===== config.mk =====
export PLATFORM = sky130hd
export DESIGN_NAME = led_channel_array
export DESIGN_NICKNAME = d
export VERILOG_FILES = /design/src/rtl/led_channel_array.sv
export SDC_FILE = /design/constraint.sdc
export NUM_CORES = 1
export LEC_CHECK = 0
export ABC_CLOCK_PERIOD_IN_PS = 4400
export CORE_ASPECT_RATIO = 0.5
export CORE_MARGIN = 5
export CORE_UTILIZATION = 59
export CTS_BUF_LIST = sky130_fd_sc_hd__clkbuf_16
export DETAILED_ROUTE_END_ITERATION = 12
export PLACE_DENSITY = 0.83
export RECOVER_POWER = 25
export SETUP_SLACK_MARGIN = 0.5
export SLEW_MARGIN = 20
export SYNTH_ARGS = -nofsm -noshare
export SYNTH_HDL_FRONTEND = slang
export SYNTH_SLANG_ARGS = --single-unit

===== constraint.sdc =====
create_clock -name clk -period 4.4 [get_ports clk]
set_clock_uncertainty 0.2 [all_clocks]
set_input_delay 0.88 -clock clk [delete_from_list [all_inputs] [get_ports clk]]
set_output_delay 0.88 -clock clk [all_outputs]
set_load 0.05 [all_outputs]

===== src/rtl/led_channel_array.sv =====
// Multi-channel registered LED driver: per-channel mode/duty registers driven
// by a shared prescaler, PWM counter and blink phase.

module led_channel #(
    parameter int PWM_W = 4
) (
    input  logic             clk,
    input  logic             rst_n,
    input  logic             we,
    input  logic [PWM_W+1:0] cfg_data,
    input  logic             val,
    input  logic             blink,
    input  logic [PWM_W-1:0] pwm_cnt,
    output logic             led,
    output logic             led_nxt
);
    logic [1:0]       mode_q;
    logic [PWM_W-1:0] duty_q;

    always_ff @(posedge clk or negedge rst_n) begin
        if (!rst_n) begin
            mode_q <= 2'd0;
            duty_q <= '0;
        end else if (we) begin
            mode_q <= cfg_data[PWM_W+1:PWM_W];
            duty_q <= cfg_data[PWM_W-1:0];
        end
    end

    // Full-scale duty is forced on so the channel never drops out at pwm_cnt max.
    always_comb begin
        led_nxt = 1'b0;
        unique case (mode_q)
            2'd0: led_nxt = 1'b0;
            2'd1: led_nxt = ~val;
            2'd2: led_nxt = val & blink;
            2'd3: led_nxt = val & ((duty_q == {PWM_W{1'b1}}) | (pwm_cnt < duty_q));
            default: led_nxt = 1'b0;
        endcase
    end

    always_ff @(posedge clk or negedge rst_n) begin
        if (!rst_n) led <= 1'b0;
        else        led <= led_nxt;
    end
endmodule

module led_channel_array #(
    parameter int CH    = 4,
    parameter int PWM_W = 4,
    parameter int DIV   = 16,
    parameter int AW    = (CH > 1) ? $clog2(CH) : 1
) (
    input  logic             clk,
    input  logic             rst_n,
    input  logic [CH-1:0]    val,
    input  logic             cfg_we,
    input  logic [AW-1:0]    cfg_addr,
    input  logic [PWM_W+1:0] cfg_data,
    output logic [CH-1:0]    led,
    output logic             led_all,
    output logic             tick
);
    localparam int PRE_W = (DIV > 1) ? $clog2(DIV) : 1;
    localparam logic [PRE_W-1:0] PRE_MAX = PRE_W'(DIV - 1);

    logic [PRE_W-1:0] pre_cnt;
    logic [PWM_W-1:0] pwm_cnt;
    logic             blink_q;
    logic             pre_wrap;
    logic             addr_ok;
    logic [CH-1:0]    we_vec;
    logic [CH-1:0]    led_nxt;

    assign pre_wrap = (pre_cnt == PRE_MAX);
    assign addr_ok  = (32'(cfg_addr) < CH);

    always_ff @(posedge clk or negedge rst_n) begin
        if (!rst_n) begin
            pre_cnt <= '0;
            pwm_cnt <= '0;
            blink_q <= 1'b0;
            tick    <= 1'b0;
        end else begin
            tick    <= pre_wrap;
            pre_cnt <= pre_wrap ? '0 : pre_cnt + 1'b1;
            if (pre_wrap) begin
                pwm_cnt <= pwm_cnt + 1'b1;
                if (pwm_cnt == {PWM_W{1'b1}}) blink_q <= ~blink_q;
            end
        end
    end

    for (genvar i = 0; i < CH; i++) begin : g_ch
        assign we_vec[i] = cfg_we & addr_ok & (cfg_addr == AW'(i));
        led_channel #(.PWM_W(PWM_W)) u_ch (
            .clk      (clk),
            .rst_n    (rst_n),
            .we       (we_vec[i]),
            .cfg_data (cfg_data),
            .val      (val[i]),
            .blink    (blink_q),
            .pwm_cnt  (pwm_cnt),
            .led      (led[i]),
            .led_nxt  (led_nxt[i])
        );
    end

    always_ff @(posedge clk or negedge rst_n) begin
        if (!rst_n) led_all <= 1'b0;
        else        led_all <= &led_nxt;
    end
endmodule


==> flow_metrics.tcl, run 1 <==
set metrics [dict create \
    setup_tns_ns 0 \
    drtIter0Drc 16 \
    synth_top_cell_area_share_pct 51.5 \
    finalHoldViolations 0 \
    drive_above_1_share_pct 17.1 \
    leakagePower_nw 1.06 \
    use_met1_pct 25.8 \
    critPathTopFamily "buffers and inverters" \
    wl_um 3810 \
    synth_area_um2 1900 \
    hold_path_class "register to register" \
    fin_nets 205 \
    critPathLaunchType "primary input" \
    synth.area.top_cells "dfrtp_1 (51%), mux2_2 (13%), ha_1 (9.2%)" \
    cts_buffers 5 \
    pwr_density_cell_nw_per_um2 425 \
    synth_cell_types 28 \
    holdWs_ns 0.282 \
    gp_congestion 0.824 \
    num_antenna_cells 0 \
    dieHeight_um 50.1 \
    core-area_um2 3050 \
    grt_max_degree 40 \
    avgViaCountPerCell 5.92 \
    antenna_left 0 \
    cp.arrival_ns 2.33 \
    ys.flop_type "dfrtp_1" \
    routedWlPerCell_um 17.7 \
    rows 14 \
    cts_resized 0 \
    grt.overflow.total 0 \
    firstDrtPassIters 4 \
    grt_pass1_wl_um 6700 \
    ios 21 \
    cp-end-kind "asynchronous set/reset pin" \
    die_w_um 90.2 \
    die_area_um2 4520 \
    insertion_delay_ns 0.28 \
    synth_top_area_cell "dfrtp_1" \
    cts_tree "done" \
    path_buf_inv 1 \
    ys_warn_count 0 \
    syn_avg_cell_area_um2 12.3 \
    synthCells 154 \
    max_freq_ghz 0.392 \
    use_met3_pct 8.66 \
    path_class "primary input to asynchronous set/reset pin" \
    synth_nets 183 \
    slowest_delay_ns 1.44 \
    clk_path_buf_depth 2 \
    antenna_found_initial 0 \
    setup-violations-final 0 \
    htree_levels 2 \
    path_max_fanout 39 \
    clk_pin_slew_ns 0.05 \
    yosysMostFrequentCell "dfrtp_1" \
    place_hpwl_um 2710 \
    busiest_layer "met2" \
    ys_seq_area_share_pct 51.5 \
    synthTopCellsByCount "dfrtp_1 (39), mux2_2 (22), ha_1 (14)" \
    cp_slowest_cell "clkbuf_1" \
    maxCapViolations 1 \
    ir_drop_mv 0.266 \
    slew_viol_final 40 \
    rsz0062_at_grt "false" \
    via_count 1272 \
    postSynth.asyncResetShare_pct 100 \
    cp.required_ns 4.18 \
    port_buffers 20 \
    crit_path_cell_trace "clkbuf_1" \
    synth_edf_count 0 \
    violations "max-capacitance violations, max-slew violations" \
    initial_core_util_pct 62.2 \
    cts_setup_buffers 0 \
    relSlewSlack_pct -36.0 \
    areaGrowthSynthToFinish_pct 17.9 \
    cts_sinks 39 \
    drc 0 \
    yosys_register_bits 39 \
    cts-hold-fix-buffers 0 \
    root_buffer "clkbuf_16" \
    grt_pass1_vias 1328 \
    outcome "finished with violations" \
    tightest_slew_ns 2.04 \
    r2r_slack_ns 2.38 \
    finalCritPeriodShare_pct 57.9 \
    grtUsageMet2_pct 30.0 \
    fin_crit_ns 2.55 \
    groute.usage.overall_pct 19.7 \
]
[where the power goes]
| group | switching [mW] | leakage [nW] | internal [mW] |
|---|---|---|---|
| registers | 0.0336 | 0.476 | 0.409 |
| logic | 0.0937 | 0.513 | 0.0860 |
| clock network | 0.127 | 0.0669 | 0.201 |
| total | 0.254 | 1.06 | 0.696 |
[worst paths after layout]
check / cells after the start / to / from
worst max register to register: 5 / led_all / pwm_cnt[1]
worst min-delay path: 1 / pre_cnt[3] / pre_cnt[3]
max in group clk: 1 / led[1] / g_ch[1].u_ch.led
min in group asynchronous: 1 / g_ch[0].u_ch.duty_q[1] / rst_n
worst max-delay path: 1 / g_ch[1].u_ch.led / rst_n
worst min register to register: 1 / pre_cnt[3] / pre_cnt[3]
[logic make-up after synthesis]
group                      count (synthesis)  synth area share [%]
DFF                                       39                  51.5
AOI/OAI and AO/OA                         30                  11.2
and+or+nand+nor                           26                  8.38
muxes                                     22                  13.1
buffers and inverters                     18                  4.35
adders and majority gates                 14                  9.23
xor gates and xnor gates                   5                  2.31
[cells in the final DEF (no fill, tap or decap), drive strengths merged, types with 4 or more instances in the layout]
cell / instances
ha: 14
a21oi: 5
o211ai: 5
inv: 14
clkdlybuf4s50: 19
o21ai: 6
nand4: 6
nand2: 4
dfrtp: 39
clkbuf: 6
mux2: 22
nor2: 4
[flip-flops by register name, summed over array words and instances (netlist names)]
name              flops
blink_q               1
g_ch.u_ch.mode_q      8
tick                  1
pre_cnt               4
led_all               1
g_ch.u_ch.led         4
g_ch.u_ch.duty_q     16
pwm_cnt               4
[layout make-up]
class                           instances  area, um2
Clock buffer                            5        125
Fill cell                             213        812
Inverter                               13       48.8
Timing Repair Buffer                   20        194
Clock inverter                          1       3.75
Tap cell                               40       50.0
Multi-Input combinational cell         97        838
Sequential cell                        39        976
[through the flow]
| step | cells | area, um2 | power [mW] | setup slack, ns | util (%) |
|---|---|---|---|---|---|
| after CTS | 215 | 2240 | 0.956 | 1.90 | 73.4 |
| after floorplan | 154 | 1900 | 0.571 | 2.45 | - |
| after detailed placement | 209 | 2110 | 0.627 | 1.78 | 69.2 |
| after global routing | 215 | 2240 | 1.00 | 1.27 | 73.4 |
| final | 215 | 2240 | 0.951 | 1.85 | 73.4 |
| after global placement | 209 | 2110 | 0.617 | 1.82 | 69.2 |
[routing by layer]
layer	vias up	routed length, um	part of all wire [%]
li1	608	-	-
met1	630	1780	47
met2	32	1730	45
met3	2	277	7.3
met4	0	22	0.58
met5	-	0	0
No activity file was read; power rests on OpenSTA's default activity.
==> run 2: changes to the inputs <==
Settings changed: ABC_CLOCK_PERIOD_IN_PS 4400 to 2000, CORE_UTILIZATION 59 to 50, PLACE_DENSITY 0.83 to 0.75.
Clock period 4.4 ns to 2 ns, I/O delays scaled along.
==> flow_metrics.tcl, run 2 (same netlist as run 1, synthesis figures left out) <==
set metrics [dict create \
    grt_max_degree 40 \
    place_hpwl_um 2770 \
    die_w_um 97.1 \
    max_freq_ghz 0.542 \
    gp_congestion 0.820 \
    drive_above_1_share_pct 33.2 \
    cp-end-kind "register" \
    root_buffer "clkbuf_16" \
    pwr_density_cell_nw_per_um2 899 \
    grt_pass1_vias 1420 \
    htree_levels 2 \
    cts_buffers 5 \
    place_ws_ns 0.0502 \
    multi_input_area_um2 916 \
    routedWlPerCell_um 16.8 \
    maxCapViolations 0 \
    reg_top3 "g_ch.u_ch.duty_q (16), g_ch.u_ch.mode_q (8)" \
    antenna_left 0 \
    antenna_found_initial 0 \
    port_buffers 20 \
    setup_tns_ns 0 \
    fin_nets 215 \
    clk_pin_slew_ns 0.06 \
    grt_pass1_wl_um 6580 \
    tightest_slew_ns 0.563 \
    wl_um 4000 \
    cts_tree "done" \
    outcome "complete, no violations" \
    ir_drop_mv 0.407 \
    final_cells 238 \
    path_class "register to register" \
    hold_path_class "register to register" \
    fin_ws_ns 0.153 \
    regMostFlops "g_ch.u_ch.duty_q" \
    placed_cells 222 \
    avgViaCountPerCell 5.45 \
    largest_reg_flops 16 \
    insertion_delay_ns 0.28 \
    grt.overflow.total 0 \
    fin_crit_ns 1.85 \
    seq_area_um2 980 \
    core-area_um2 3550 \
    slew_viol_final 0 \
    die_area_um2 5200 \
    cp.required_ns 2.02 \
    final_cell_mix "dfrtp_1 (36), mux2_2 (22), buf_4 (14)" \
    finalHoldViolations 0 \
    firstDrtPassIters 4 \
    drtIter0Drc 47 \
    cp.arrival_ns 1.86 \
    ios 21 \
    via_count 1297 \
    relSlewSlack_pct 62.4 \
    groute.usage.overall_pct 16.9 \
    final_common_cell "dfrtp_1" \
    rsz0062_at_grt "true" \
    leakagePower_nw 1.12 \
    rows 15 \
    initial_core_util_pct 53.5 \
    path_max_fanout 5 \
    areaGrowthSynthToFinish_pct 26.5 \
    critPathLaunchType "register" \
    fill_cells 261 \
    clk_path_buf_depth 2 \
    cts_sinks 39 \
    num_antenna_cells 0 \
    dieHeight_um 53.6 \
    drc 0 \
    setup-violations-final 0 \
    finalCritPeriodShare_pct 92.3 \
]
[run 2: changes by cell type in the layout (fill, tap and decap cells not counted), sizes merged]
cell / delta
buf: +15
inv: -1
dlygate4sd2: +3
dlygate4sd3: +1
clkinv: +3
clkdlybuf4s50: -9
[run 2: power by group]
group          switching (mW)  internal [mW]
combinational           0.222          0.199
clock                   0.304          0.454
sequential             0.0767          0.899
[run 2: worst paths after layout]
check                      cells after the start       start         end  slack, ns
max                                            5  pwm_cnt[1]     led_all       0.15
min                                            1  pre_cnt[3]  pre_cnt[3]       0.30
max reg2reg                                    5  pwm_cnt[1]     led_all       0.15
min reg2reg                                    1  pre_cnt[3]  pre_cnt[3]       0.30
max in group asynchronous                      3       rst_n  pwm_cnt[1]       0.74
min in group asynchronous                      3       rst_n  pre_cnt[2]       0.50
[run 2: timing repair]
action	in CTS	in global routing
setup buffers	6	1
pin swaps	3	5
setup endpoints to repair	32	6
hold buffers	1	0
endpoints found under the hold margin	39	0
gates resized for setup	11	5
[run 2: final cells by class]
type	count	area share, %
multi-input cells	97	38.2
clock inverters	3	0.626
clock buffers	5	5.22
well taps	51	2.66
inverters	13	2.03
repair buffers	30	10.4
flip-flops and latches	39	40.8
[run 2: through the flow]
stage | utilization (%) | hold slack (ns) | instance area, um2 | power (mW)
floorplan | - | -0.0956 | 1930 | 1.26
global placement | 60.5 | 0.274 | 2150 | 1.37
detailed placement | 60.5 | 0.283 | 2150 | 1.39
CTS | 67.1 | 0.305 | 2380 | 2.16
global route | 67.6 | 0.318 | 2400 | 2.26
finish | 67.6 | 0.296 | 2400 | 2.16
[run 2: critical path: stages (launching register included)]
cell and delay (ns):
dfrtp_2 0.46, ha_2 0.19, or3b_1 0.36, a211oi_2 0.20, a211o_1 0.18, o2111a_1 0.19
[run 2: layer usage]
layer	wire length (um)	global-route usage (%)	share of wire, %
met1	1860	19.2	47
met2	1960	31.6	49
met3	134	4.66	3.4
met4	40	6.76	1.0
met5	0	0	0
==> run 3: changes to the inputs <==
Settings changed: CORE_MARGIN 5 to unset.
==> flow_metrics.tcl, run 3 (same netlist as run 1, synthesis figures left out) <==
set metrics [dict create \
    critPathTopFamily "compound AO/OA/AOI/OAI gates" \
    areaGrowthSynthToFinish_pct 29.7 \
    via_count 1333 \
    wl_um 4300 \
    core-area_um2 3530 \
    insertion_delay_ns 0.29 \
    routedWlPerCell_um 17.9 \
    drive_above_1_share_pct 34.4 \
    outcome "complete, no violations" \
    finalHoldViolations 0 \
    dieHeight_um 45.6 \
    rsz0062_at_grt "true" \
    grt_pass1_vias 1319 \
    r2r-end "led_all" \
    cp.arrival_ns 1.88 \
    crit_path_cell_trace "ha_2 > or3b_1 > a211oi_2 > a211o_1 > o2111a_1" \
    largest_reg_flops 16 \
    final_common_cell "dfrtp_1" \
    cts_buffers 5 \
    regMostFlops "g_ch.u_ch.duty_q" \
    firstDrtPassIters 4 \
    place_ws_ns 0.0108 \
    ios 21 \
    drc 0 \
    port_buffers 20 \
    fin_nets 217 \
    max_freq_ghz 0.538 \
    p_sw_share_pct 27.4 \
    clk_pin_slew_ns 0.06 \
    grt.overflow.total 0 \
    path_depth 5 \
    cts_sinks 39 \
    setup_tns_ns 0 \
    fin_crit_ns 1.86 \
    cp.required_ns 2.02 \
    relSlewSlack_pct 66.6 \
    comb_power_share_pct 18.9 \
    path_buf_inv 0 \
    power_frac_seq_pct 42.1 \
    cp_slowest_cell "dfrtp_2" \
    reg2regPathDepth 5 \
    die_w_um 89.1 \
    final_cell_mix "dfrtp_1 (36), mux2_2 (22), buf_4 (16)" \
    fill_cells 258 \
    setup-violations-final 0 \
    cts_tree "done" \
    grt_pass1_wl_um 6530 \
    root_buffer "clkbuf_16" \
    r2r_slack_ns 0.14 \
    place_hpwl_um 2760 \
    pwr_density_cell_nw_per_um2 943 \
    drtIter0Drc 72 \
    finalCritPeriodShare_pct 93.0 \
    reg2reg_from "pwm_cnt[1]" \
    grt_max_degree 40 \
    maxCapViolations 0 \
    switchingPower_mw 0.635 \
    die_area_um2 4060 \
    seq_area_um2 980 \
    critPathLaunchType "register" \
    antenna_found_initial 0 \
    avgViaCountPerCell 5.55 \
    clk_path_buf_depth 2 \
    path_class "register to register" \
    htree_levels 2 \
    leakagePower_nw 1.15 \
    fin_ws_ns 0.141 \
    initial_core_util_pct 53.8 \
    groute.usage.overall_pct 23.2 \
    gp_congestion 0.815 \
    holdWs_ns 0.284 \
    rows 15 \
    cp-startpoint "pwm_cnt[1]" \
    crit_end "led_all" \
    path_max_fanout 5 \
    antenna_left 0 \
    cp-end-kind "register" \
    p_total_mw 2.32 \
    num_antenna_cells 0 \
    reg_top3 "g_ch.u_ch.duty_q (16), g_ch.u_ch.mode_q (8)" \
    clkPwrFrac_pct 39.0 \
    p_int_mw 1.69 \
    tightest_slew_ns 0.501 \
    post-route-util_pct 69.8 \
    slowest_delay_ns 0.47 \
    multi_input_area_um2 936 \
    ir_drop_mv 0.399 \
    slew_viol_final 0 \
    hold_path_class "register to register" \
]
==> run 3: changes by cell type in the layout (fill, tap and decap cells not counted), sizes merged <==
cell    change
bufinv      +1
clkinv      -1
buf         +2
==> run 3: worst min-delay path by stage <==
stage          startpoint  cells after the start         end  slack, ns
6_report       pre_cnt[3]                      1  pre_cnt[3]       0.28
5_1_grt        pre_cnt[3]                      1  pre_cnt[3]       0.32
4_1_cts        pre_cnt[3]                      1  pre_cnt[3]       0.30
3_5_place_dp   pre_cnt[3]                      1  pre_cnt[3]       0.27
3_3_place_gp   pre_cnt[3]                      1  pre_cnt[3]       0.27
2_1_floorplan       rst_n                      0     blink_q       -0.1
==> run 3: what timing repair did <==
action                     CTS  global route
hold buffers                 1             0
pin swaps                    4             4
cloned                       0             0
hold endpoints to repair    39             0
setup endpoints to repair   33             6
gates resized for setup     12             4
buffers inserted             5             4
==> run 3: power by group through the flow <==
stage | clock, mW | combinational, mW | sequential, mW
floorplan | 0 | 0.298 | 0.965
global placement | 0 | 0.389 | 0.982
detailed placement | 0 | 0.401 | 0.988
CTS | 0.905 | 0.415 | 0.976
global route | 0.943 | 0.479 | 0.992
finish | 0.904 | 0.438 | 0.978
==> run 3: layout make-up <==
class                           instances  share of cell area, %
Multi-Input combinational cell         97                   38.0
Clock inverter                          3                   1.58
Inverter                               13                   1.98
Sequential cell                        39                   39.8
Clock buffer                            5                   5.08
Tap cell                               51                   2.59
Timing Repair Buffer                   32                   10.9
==> run 3: routing by layer <==
metal / part of all wire, % / wire (um) / GRT usage [%]
met1: 50 / 2140 / 30.7
met2: 44 / 1890 / 36.3
met3: 3.8 / 162 / 6.70
met4: 2.6 / 113 / 10.2
met5: 0 / 0 / 0
==> run 3: metrics by stage <==
step / cell area (um2) / cells
floorplan: 1930 / 154
global placement: 2150 / 222
detailed placement: 2150 / 222
CTS: 2400 / 236
global route: 2460 / 240
finish: 2460 / 240
==> run 3: worst register-to-register path: stages, from the launching register on <==
cell and delay, ns:
dfrtp_2 0.47, ha_2 0.20, or3b_1 0.36, a211oi_2 0.19
a211o_1 0.18, o2111a_1 0.20
